--- src/rtl/bcd_display_formatter.sv ---
// Sequential 16-bit binary to 4-digit packed BCD converter (double-dabble, one bit per clock)
// with saturation above 9999 and optional leading-zero digit blanking for a 7-segment controller.
module bcd_display_formatter #(
  parameter bit BLANK_LEADING = 1'b1
) (
  input  logic        clk,
  input  logic        rst,
  input  logic        start,
  input  logic [15:0] value,
  output logic        busy,
  output logic        done,
  output logic [15:0] bcd_out,
  output logic [3:0]  digit_display,
  output logic        overflow
);

  typedef enum logic [1:0] {
    ST_IDLE  = 2'd0,
    ST_SHIFT = 2'd1,
    ST_LOAD  = 2'd2
  } state_t;

  localparam logic [3:0]  RST_MASK  = BLANK_LEADING ? 4'b0001 : 4'b1111;
  localparam logic [15:0] MAX_SHOWN = 16'd9999;

  // Add-3 correction applied to every BCD digit that would overflow when doubled.
  function automatic logic [15:0] add3_digits(input logic [15:0] acc);
    logic [15:0] r;
    r = 16'h0000;
    for (int k = 0; k < 4; k++) begin
      if (acc[4*k +: 4] >= 4'd5) begin
        r[4*k +: 4] = acc[4*k +: 4] + 4'd3;
      end else begin
        r[4*k +: 4] = acc[4*k +: 4];
      end
    end
    return r;
  endfunction

  function automatic logic [3:0] digit_mask(input logic [15:0] acc, input logic ovf);
    logic [3:0] m;
    m = 4'b1111;
    if (BLANK_LEADING && !ovf) begin
      m[3] = |acc[15:12];
      m[2] = |acc[15:8];
      m[1] = |acc[15:4];
      m[0] = 1'b1;
    end else begin
      m = 4'b1111;
    end
    return m;
  endfunction

  state_t      state_q, state_d;
  logic [13:0] bin_q, bin_d;
  logic [15:0] acc_q, acc_d;
  logic [3:0]  cnt_q, cnt_d;
  logic        ovf_pend_q, ovf_pend_d;
  logic        busy_q, busy_d;
  logic        done_q, done_d;
  logic [15:0] bcd_q, bcd_d;
  logic [3:0]  disp_q, disp_d;
  logic        ovf_q, ovf_d;
  logic [15:0] acc_adj_s;

  assign acc_adj_s = add3_digits(acc_q);

  // Next-state and datapath: capture, 14 shift-add-3 steps, then publish the result.
  always_comb begin
    state_d    = state_q;
    bin_d      = bin_q;
    acc_d      = acc_q;
    cnt_d      = cnt_q;
    ovf_pend_d = ovf_pend_q;
    busy_d     = busy_q;
    done_d     = 1'b0;
    bcd_d      = bcd_q;
    disp_d     = disp_q;
    ovf_d      = ovf_q;
    case (state_q)
      ST_IDLE: begin
        if (start) begin
          // Bits [15:14] only matter for the saturation compare.
          bin_d      = value[13:0];
          acc_d      = 16'h0000;
          ovf_pend_d = (value > MAX_SHOWN);
          cnt_d      = 4'd13;
          busy_d     = 1'b1;
          state_d    = ST_SHIFT;
        end else begin
          state_d = ST_IDLE;
        end
      end
      ST_SHIFT: begin
        acc_d = {acc_adj_s[14:0], bin_q[13]};
        bin_d = {bin_q[12:0], 1'b0};
        cnt_d = cnt_q - 4'd1;
        if (cnt_q == 4'd0) begin
          state_d = ST_LOAD;
        end else begin
          state_d = ST_SHIFT;
        end
      end
      ST_LOAD: begin
        bcd_d   = ovf_pend_q ? 16'h9999 : acc_q;
        ovf_d   = ovf_pend_q;
        disp_d  = digit_mask(acc_q, ovf_pend_q);
        done_d  = 1'b1;
        busy_d  = 1'b0;
        state_d = ST_IDLE;
      end
      default: begin
        busy_d  = 1'b0;
        state_d = ST_IDLE;
      end
    endcase
  end

  // State and output registers; reset aborts any conversion in flight.
  always_ff @(posedge clk or posedge rst) begin
    if (rst) begin
      state_q    <= ST_IDLE;
      bin_q      <= 14'd0;
      acc_q      <= 16'h0000;
      cnt_q      <= 4'd0;
      ovf_pend_q <= 1'b0;
      busy_q     <= 1'b0;
      done_q     <= 1'b0;
      bcd_q      <= 16'h0000;
      disp_q     <= RST_MASK;
      ovf_q      <= 1'b0;
    end else begin
      state_q    <= state_d;
      bin_q      <= bin_d;
      acc_q      <= acc_d;
      cnt_q      <= cnt_d;
      ovf_pend_q <= ovf_pend_d;
      busy_q     <= busy_d;
      done_q     <= done_d;
      bcd_q      <= bcd_d;
      disp_q     <= disp_d;
      ovf_q      <= ovf_d;
    end
  end

  assign busy          = busy_q;
  assign done          = done_q;
  assign bcd_out       = bcd_q;
  assign digit_display = disp_q;
  assign overflow      = ovf_q;

endmodule
--- config.mk ---
export PLATFORM = sky130hd
export DESIGN_NAME = bcd_display_formatter
export DESIGN_NICKNAME = d
export VERILOG_FILES = /design/src/rtl/bcd_display_formatter.sv
export SDC_FILE = /design/constraint.sdc
export NUM_CORES = 1
export LEC_CHECK = 0
export BUFFER_PORTS_ARGS = -buffer_cell sky130_fd_sc_hd__buf_2
export CAP_MARGIN = 20
export CORE_MARGIN = 2
export CORE_UTILIZATION = 31
export CTS_BUF_LIST = sky130_fd_sc_hd__clkbuf_8
export CTS_CLUSTER_DIAMETER = 40
export DETAILED_ROUTE_END_ITERATION = 10
export GPL_TIMING_DRIVEN = 0
export PLACE_DENSITY = 0.52
export SLEW_MARGIN = 10
export SYNTH_ARGS = -nofsm -noshare
export SYNTH_HDL_FRONTEND = slang
export SYNTH_SLANG_ARGS = --single-unit
export TNS_END_PERCENT = 10
--- constraint.sdc ---
create_clock -name clk -period 2.8 [get_ports clk]
set_clock_uncertainty 0.2 [all_clocks]
set_input_delay 0.56 -clock clk [delete_from_list [all_inputs] [get_ports clk]]
set_output_delay 0.56 -clock clk [all_outputs]
set_load 0.005 [all_outputs]
==> reports/results.tsv, run 1 <==
metric	value	unit
syn_inst	285	
number_of_unique_standard_cell_types_used_by_synthesis	38	
pwr-share-seq	40.9	%
grt_pass1_wl	10900	um
slew-limit-headroom	51.7	%
via_count	2197	
synth-edff-count	0	
ctsLongestPathBuffers	2	
hold_violations	0	
worstSetupPathType	reg2reg	
die_x	99.4	um
ys.flop_type	sky130_fd_sc_hd__dfrtp_1	
max_cap_violations	0	
pwr-share-clk	19.6	%
dr.first_iter.drc_count	57	
grt_setup_unrepaired	no	
grt_pass1_vias	2199	
largest_net_degree_at_the_start_of_global_routing	60	
final-seq-area	1480	um2
clock.fmax	0.550	GHz
cp-start-kind	register	
detailed_place.area	3160	um2
worst_path_arrival_time	1.90	ns
grt_use_total	13.9	%
worst-endpoint-required	2.88	ns
vdd_drop_max	0.000351	V
cts_resized	0	
synth_area	2820	um2
worst-slew-pin-transition	0.725	ns
netlist.area_leader.share	52.4	%
gp_congestion	0.702	
synthesis.yosys.warnings	0	
placeableCoreArea	8760	um2
initial_antenna_violation_count	0	
area_growth	17.9	%
syn_area_per_cell	9.89	um2
internal-power	2.13	mW
cts_htree_levels	3	
post_dr_wirelength_cell	14.2	um
power.switching_fraction	38.4	%
postCtsHoldBufs	0	
synth_area_leaders	sky130_fd_sc_hd__dfrtp_1 (52%), sky130_fd_sc_hd__o21ai_0 (7.5%), sky130_fd_sc_hd__nand2_1 (6.1%)	
insertion_delay_of_the_later_clocked_pin_in_the_worst_skew_pair	0.34	ns
netlist.top_cell.by_area	sky130_fd_sc_hd__dfrtp_1	
p_sw	1.32	mW
report.final.setup_viol	0	
root_buffer	sky130_fd_sc_hd__clkbuf_8	
die_outline_area	9870	um2
finalInstanceArea	3320	um2
residual_drc_count	0	
mostFrequentLayoutCell	sky130_fd_sc_hd__dfrtp_1	
synth_fp_nets	316	
antenna_violating_nets_post_route	0	
numPortBuffers	40	
drt-total-wl	6350	um
share_comb_of_total_power	39.5	%
power_leakage	1.58	nW
grt.overflow.total	0	
max_fanout_on_critical_path	5	
cts.reportedPaths.clkPinSlew	0.06	ns
status	completed	
antenna_cells_inserted	0	
worstHoldPathType	in2async	
fin_cells	447	
finalNetCount	367	
drive_gt1_share	21.2	%
post_drt_via_cell_ratio	4.91	
placedCellCount	433	
design.portCount	42	
endpoint_kind	register	
flops_latches_synth	59	
numCtsBuffers	9	
postcts_setup_bufs	0	
multi_input_comb_area	1210	um2
chipHeight	99.4	um
slew_viol_final	0	
power_density	1040	nW/um2
cts_sinks	59	
layout_common_cells	sky130_fd_sc_hd__dfrtp_1 (59), sky130_fd_sc_hd__buf_2 (50), sky130_fd_sc_hd__nand2_1 (46)	
clock_tree_from_tritoncts	done	
min_period	1.82	ns
first_pass_iters	4	
fp-row-count	34	
initial_cell_density_of_the_core	32.2	%
postSynth.asyncResetShare	100	%
p_total	3.45	mW
place_hpwl	4480	um
seq_area_frac_synth	52.4	%
finalCritPeriodShare	64.9	%
n_fill_cell	923	
[synth_stat cells (all sizes together) (2+ instances only)]
master and n:
a21oi 9, nor4b 3, nor2b 2, nand2b 10, o21ai 42, o31ai 4
nor3 2, clkbuf 5, buf 12, nor2 18, nor3b 3, nand2 46
a22oi 12, o2bb2ai 2, dfrtp 59, mux2 2, a22o 10, xnor2 4
inv 12, ha 12, mux2i 4
[worst max-delay path, cell delays in order (launching register included)]
cell	delay, ns
sky130_fd_sc_hd__dfrtp_1	0.42
sky130_fd_sc_hd__inv_1	0.13
sky130_fd_sc_hd__ha_1	0.22
sky130_fd_sc_hd__nand2b_1	0.08
sky130_fd_sc_hd__a21oi_1	0.28
sky130_fd_sc_hd__mux2i_1	0.28
sky130_fd_sc_hd__a22o_1	0.15
[path summary, 6_finish.rpt]
kind                       slack [ns]       start  cells after the start         end
max                              0.98    acc_q[4]                      6    acc_q[6]
min                              0.15         rst                      2    bin_q[2]
max reg2reg                      0.98    acc_q[4]                      6    acc_q[6]
min reg2reg                      0.27  bcd_out[0]                      2  bcd_out[0]
max in group asynchronous        1.77         rst                      2   acc_q[12]
min in group clk                 0.27    value[0]                      2    bin_q[0]
[power groups by stage]
stage                     Combinational (mW)  Sequential, mW  Clock, mW
after CTS                               1.39            1.41      0.701
after detailed placement                1.38            1.43          0
after global placement                  1.35            1.42          0
after floorplan                         1.02            1.37          0
after global routing                    1.57            1.46      0.741
final                                   1.36            1.41      0.677
[kinds of logic after synthesis]
family                   count (synthesis)  share of synthesized area, %
adder cells (fa/ha/maj)                 12                          5.33
multiplexers                             6                          2.22
buffers and inverters                   29                          4.70
AND/OR/NAND/NOR                         90                          15.6
AO/OA/AOI/OAI                           84                          18.4
XOR/XNOR                                 4                          1.24
other                                    1                         0.133
flip-flops                              59                          52.4
[routing by layer]
layer  part of all wire, %  global-route usage, %  wire (um)
met5                     0                      0          0
met4                  0.71                   3.48         45
met3                   6.2                   5.34        395
met2                    45                   21.5       2850
met1                    48                   18.5       3060
[metrics by stage]
| stage | hold WS [ns] | util, % | TNS, ns | setup WS, ns |
|---|---|---|---|---|
| after floorplan | 0.250 | - | 0 | 0.584 |
| after global placement | 0.259 | 36.0 | -16.36 | -0.282 |
| after detailed placement | 0.265 | 36.0 | 0 | 0.946 |
| after CTS | 0.185 | 37.9 | 0 | 0.993 |
| after global routing | 0.217 | 37.9 | 0 | 0.879 |
| final | 0.146 | 37.9 | 0 | 0.983 |
[state kept, by name, indices dropped and copies added, names as in the netlist]
name,cells
done,1
overflow,1
acc_q,16
ovf_pend_q,1
bcd_out,16
busy,1
digit_display,3
cnt_q,4
bin_q,14
state_q,2
[final cells by class]
type                            count  area share (%)
Multi-Input combinational cell    197            36.4
Sequential cell                    59            44.4
Tap cell                          108            4.07
Clock buffer                       11            4.56
Buffer                             17            2.64
Inverter                           12            1.43
Timing Repair Buffer               40            6.02
Clock inverter                      3           0.452
Power figures use the tool's default switching activity.
==> run 2, diff against run 1 <==
- clock period: 2.8 -> 1.7 ns (I/O delays scaled with it)
==> run 2 against run 1 <==
Compared with the run above:
- worst setup slack got worse by 0.94 ns
- sequential share of layout area down 2.3 points
- final cell count is 1.6% higher
- hold slack worse by 0.095 ns
- clock-buffer cell count is 1 lower
- final area rose by 5.5%
- clock power grew 130%
- fmax rose by 9.6%
- wire length increased by 3.7%
- highest routed layer unchanged
- via count down 0.27%
- critical endpoint is now digit_display[1]
- critical path depth is the same
- largest power group is now combinational logic
- first-iteration DRC count up 14%
- largest cell class unchanged
==> reports/results.tsv, run 2 (synthesized netlist as in run 1, its figures left out) <==
metric	value	unit	change
numPortBuffers	40		unchanged
n_fill_cell	887		-3.9%
area_growth	24.4	%	
grt_pass1_vias	2257		+2.6%
root_buffer	sky130_fd_sc_hd__clkbuf_8		
grt.overflow.total	0		unchanged
via_count	2191		-0.27%
timing.critical_path.cells	inv_2 > ha_1 > nor4b_4 > nand3_2 > nor4b_2 > o21ai_0		
ctsLongestPathBuffers	2		unchanged
grt_pass1_wl	11000	um	+1.7%
dr.first_iter.drc_count	65		+14%
worst_hold_slack	0.0503	ns	-0.0954 ns
die_outline_area	9870	um2	unchanged
slew_viol_final	0		unchanged
final.setup.tns	0	ns	unchanged
max_fanout_on_critical_path	3		-2
cts_sinks	59		unchanged
endpoint_kind	register		
hold_violations	0		unchanged
cts_htree_levels	3		unchanged
mostFrequentLayoutCell	sky130_fd_sc_hd__dfrtp_1		
initial_cell_density_of_the_core	32.2	%	unchanged
layout_common_cells	sky130_fd_sc_hd__dfrtp_1 (57), sky130_fd_sc_hd__buf_2 (50), sky130_fd_sc_hd__nand2_1 (46)		
placeableCoreArea	8760	um2	unchanged
numCtsBuffers	9		unchanged
cp-start-kind	register		
finalNetCount	372		+1.4%
die_x	99.4	um	unchanged
finalCritPeriodShare	97.5	%	+33 points
worst-slew-pin-transition	0.613	ns	-0.112 ns
place_hpwl	4600	um	+2.8%
max_cap_violations	0		unchanged
p_total	6.36	mW	+84%
clock_tree_from_tritoncts	done		
gp_congestion	0.701		-0.23%
antenna_violating_nets_post_route	0		unchanged
min_period	1.66	ns	-0.159 ns
finalCoreUtilization	40.0	%	+2.1 points
drt-total-wl	6590	um	+3.7%
detailed_place.area	3180	um2	+0.67%
crit_path_top_delay_cell	sky130_fd_sc_hd__dfrtp_1		
post_drt_via_cell_ratio	4.83		-1.8%
slew-limit-headroom	59.1	%	+7.4 points
drive_gt1_share	28.0	%	+6.8 points
antenna_cells_inserted	0		unchanged
clock.fmax	0.603	GHz	+9.6%
report.final.setup_viol	0		unchanged
design.portCount	42		unchanged
status	completed		
power_density	1810	nW/um2	+75%
largest_net_degree_at_the_start_of_global_routing	34		-43%
cts.reportedPaths.clkPinSlew	0.07	ns	about the same
vdd_drop_max	0.000878	V	+150%
cpPeakStageDelay	0.41	ns	about the same
first_pass_iters	4		unchanged
residual_drc_count	0		unchanged
chipHeight	99.4	um	unchanged
grt_use_total	14.2	%	+0.27 points
finalInstanceArea	3510	um2	+5.5%
worst_path_arrival_time	1.66	ns	-0.24 ns
fp-row-count	34		unchanged
post_dr_wirelength_cell	14.5	um	+2.1%
initial_antenna_violation_count	0		unchanged
grt_setup_unrepaired	yes		
worstSetupPathType	reg2reg		
worstHoldPathType	in2reg		
worst-endpoint-required	1.70	ns	-1.18 ns
power_leakage	1.63	nW	+3.7%
insertion_delay_of_the_later_clocked_pin_in_the_worst_skew_pair	0.33	ns	about the same
-- run 2: cell types whose count changed in the layout (fill, tap and decap cells not counted), moves of 2 or more --
cell,delta
sky130_fd_sc_hd__inv_1,-7
sky130_fd_sc_hd__ha_2,+2
sky130_fd_sc_hd__nand2b_1,-2
sky130_fd_sc_hd__dfrtp_2,+2
sky130_fd_sc_hd__a21oi_2,+4
sky130_fd_sc_hd__nand2b_4,+2
sky130_fd_sc_hd__a21oi_1,-4
sky130_fd_sc_hd__buf_4,+3
sky130_fd_sc_hd__ha_1,-3
sky130_fd_sc_hd__inv_2,+8
sky130_fd_sc_hd__bufinv_16,+3
sky130_fd_sc_hd__dfrtp_1,-2
-- run 2: report_power, final --
part,internal (mW),switching (mW)
sequential,1.91,0.441
clock,1.00,0.561
combinational,1.13,1.32
total,4.04,2.32
-- run 2: critical path, delay by kind of cell, from the launching register on --
| kind | cells | cell delay (ns) |
|---|---|---|
| and+or+nand+nor | 3 | 0.56 |
| AOI/OAI and AO/OA | 1 | 0.10 |
| buffers and inverters | 1 | 0.09 |
| DFF | 1 | 0.41 |
| adders and majority gates | 1 | 0.16 |
-- run 2: path summary, 6_finish.rpt --
| check | endpoint | from | slack [ns] | cells after the start |
|---|---|---|---|---|
| worst max-delay path | digit_display[1] | acc_q[12] | 0.04 | 6 |
| worst min-delay path | bin_q[0] | value[0] | 0.05 | 2 |
| worst max register to register | digit_display[1] | acc_q[12] | 0.04 | 6 |
| worst min register to register | bcd_out[15] | bcd_out[15] | 0.27 | 2 |
| max in group asynchronous | acc_q[0] | rst | 0.30 | 4 |
| min in group asynchronous | bin_q[8] | rst | 0.43 | 3 |
-- run 2: cell type report --
type / count / area [um2] / share of cell area (%)
Buffer: 17 / 87.6 / 2.50
Tap cell: 108 / 135 / 3.85
Sequential cell: 59 / 1480 / 42.2
Clock inverter: 6 / 104 / 2.96
Inverter: 12 / 48.8 / 1.39
Multi-Input combinational cell: 197 / 1260 / 36.0
Timing Repair Buffer: 45 / 253 / 7.21
Clock buffer: 10 / 138 / 3.92
-- run 2: stage by stage --
stage               setup WS (ns)  std cells
floorplan                   0.131        285
global placement          -0.0420        433
detailed placement        -0.0651        434
CTS                       0.00591        452
global route              -0.0493        454
finish                     0.0420        454
-- run 2: what timing repair did --
action                                  CTS  global route
pin swaps                                 1             2
hold buffers                              1             0
setup buffers                             1             2
endpoints found under the setup margin    8             9
endpoints found under the hold margin    26             0
resized for setup                        10            11
-- run 2: per-layer routing --
metal	up-vias	wire length, um	share of wire, %	track usage, %
met5	-	0	0	0
met4	0	27	0.41	2.85
met3	4	283	4.3	4.71
met2	50	3000	46	22.7
met1	1040	3270	50	18.9
li1	1097	-	-	-
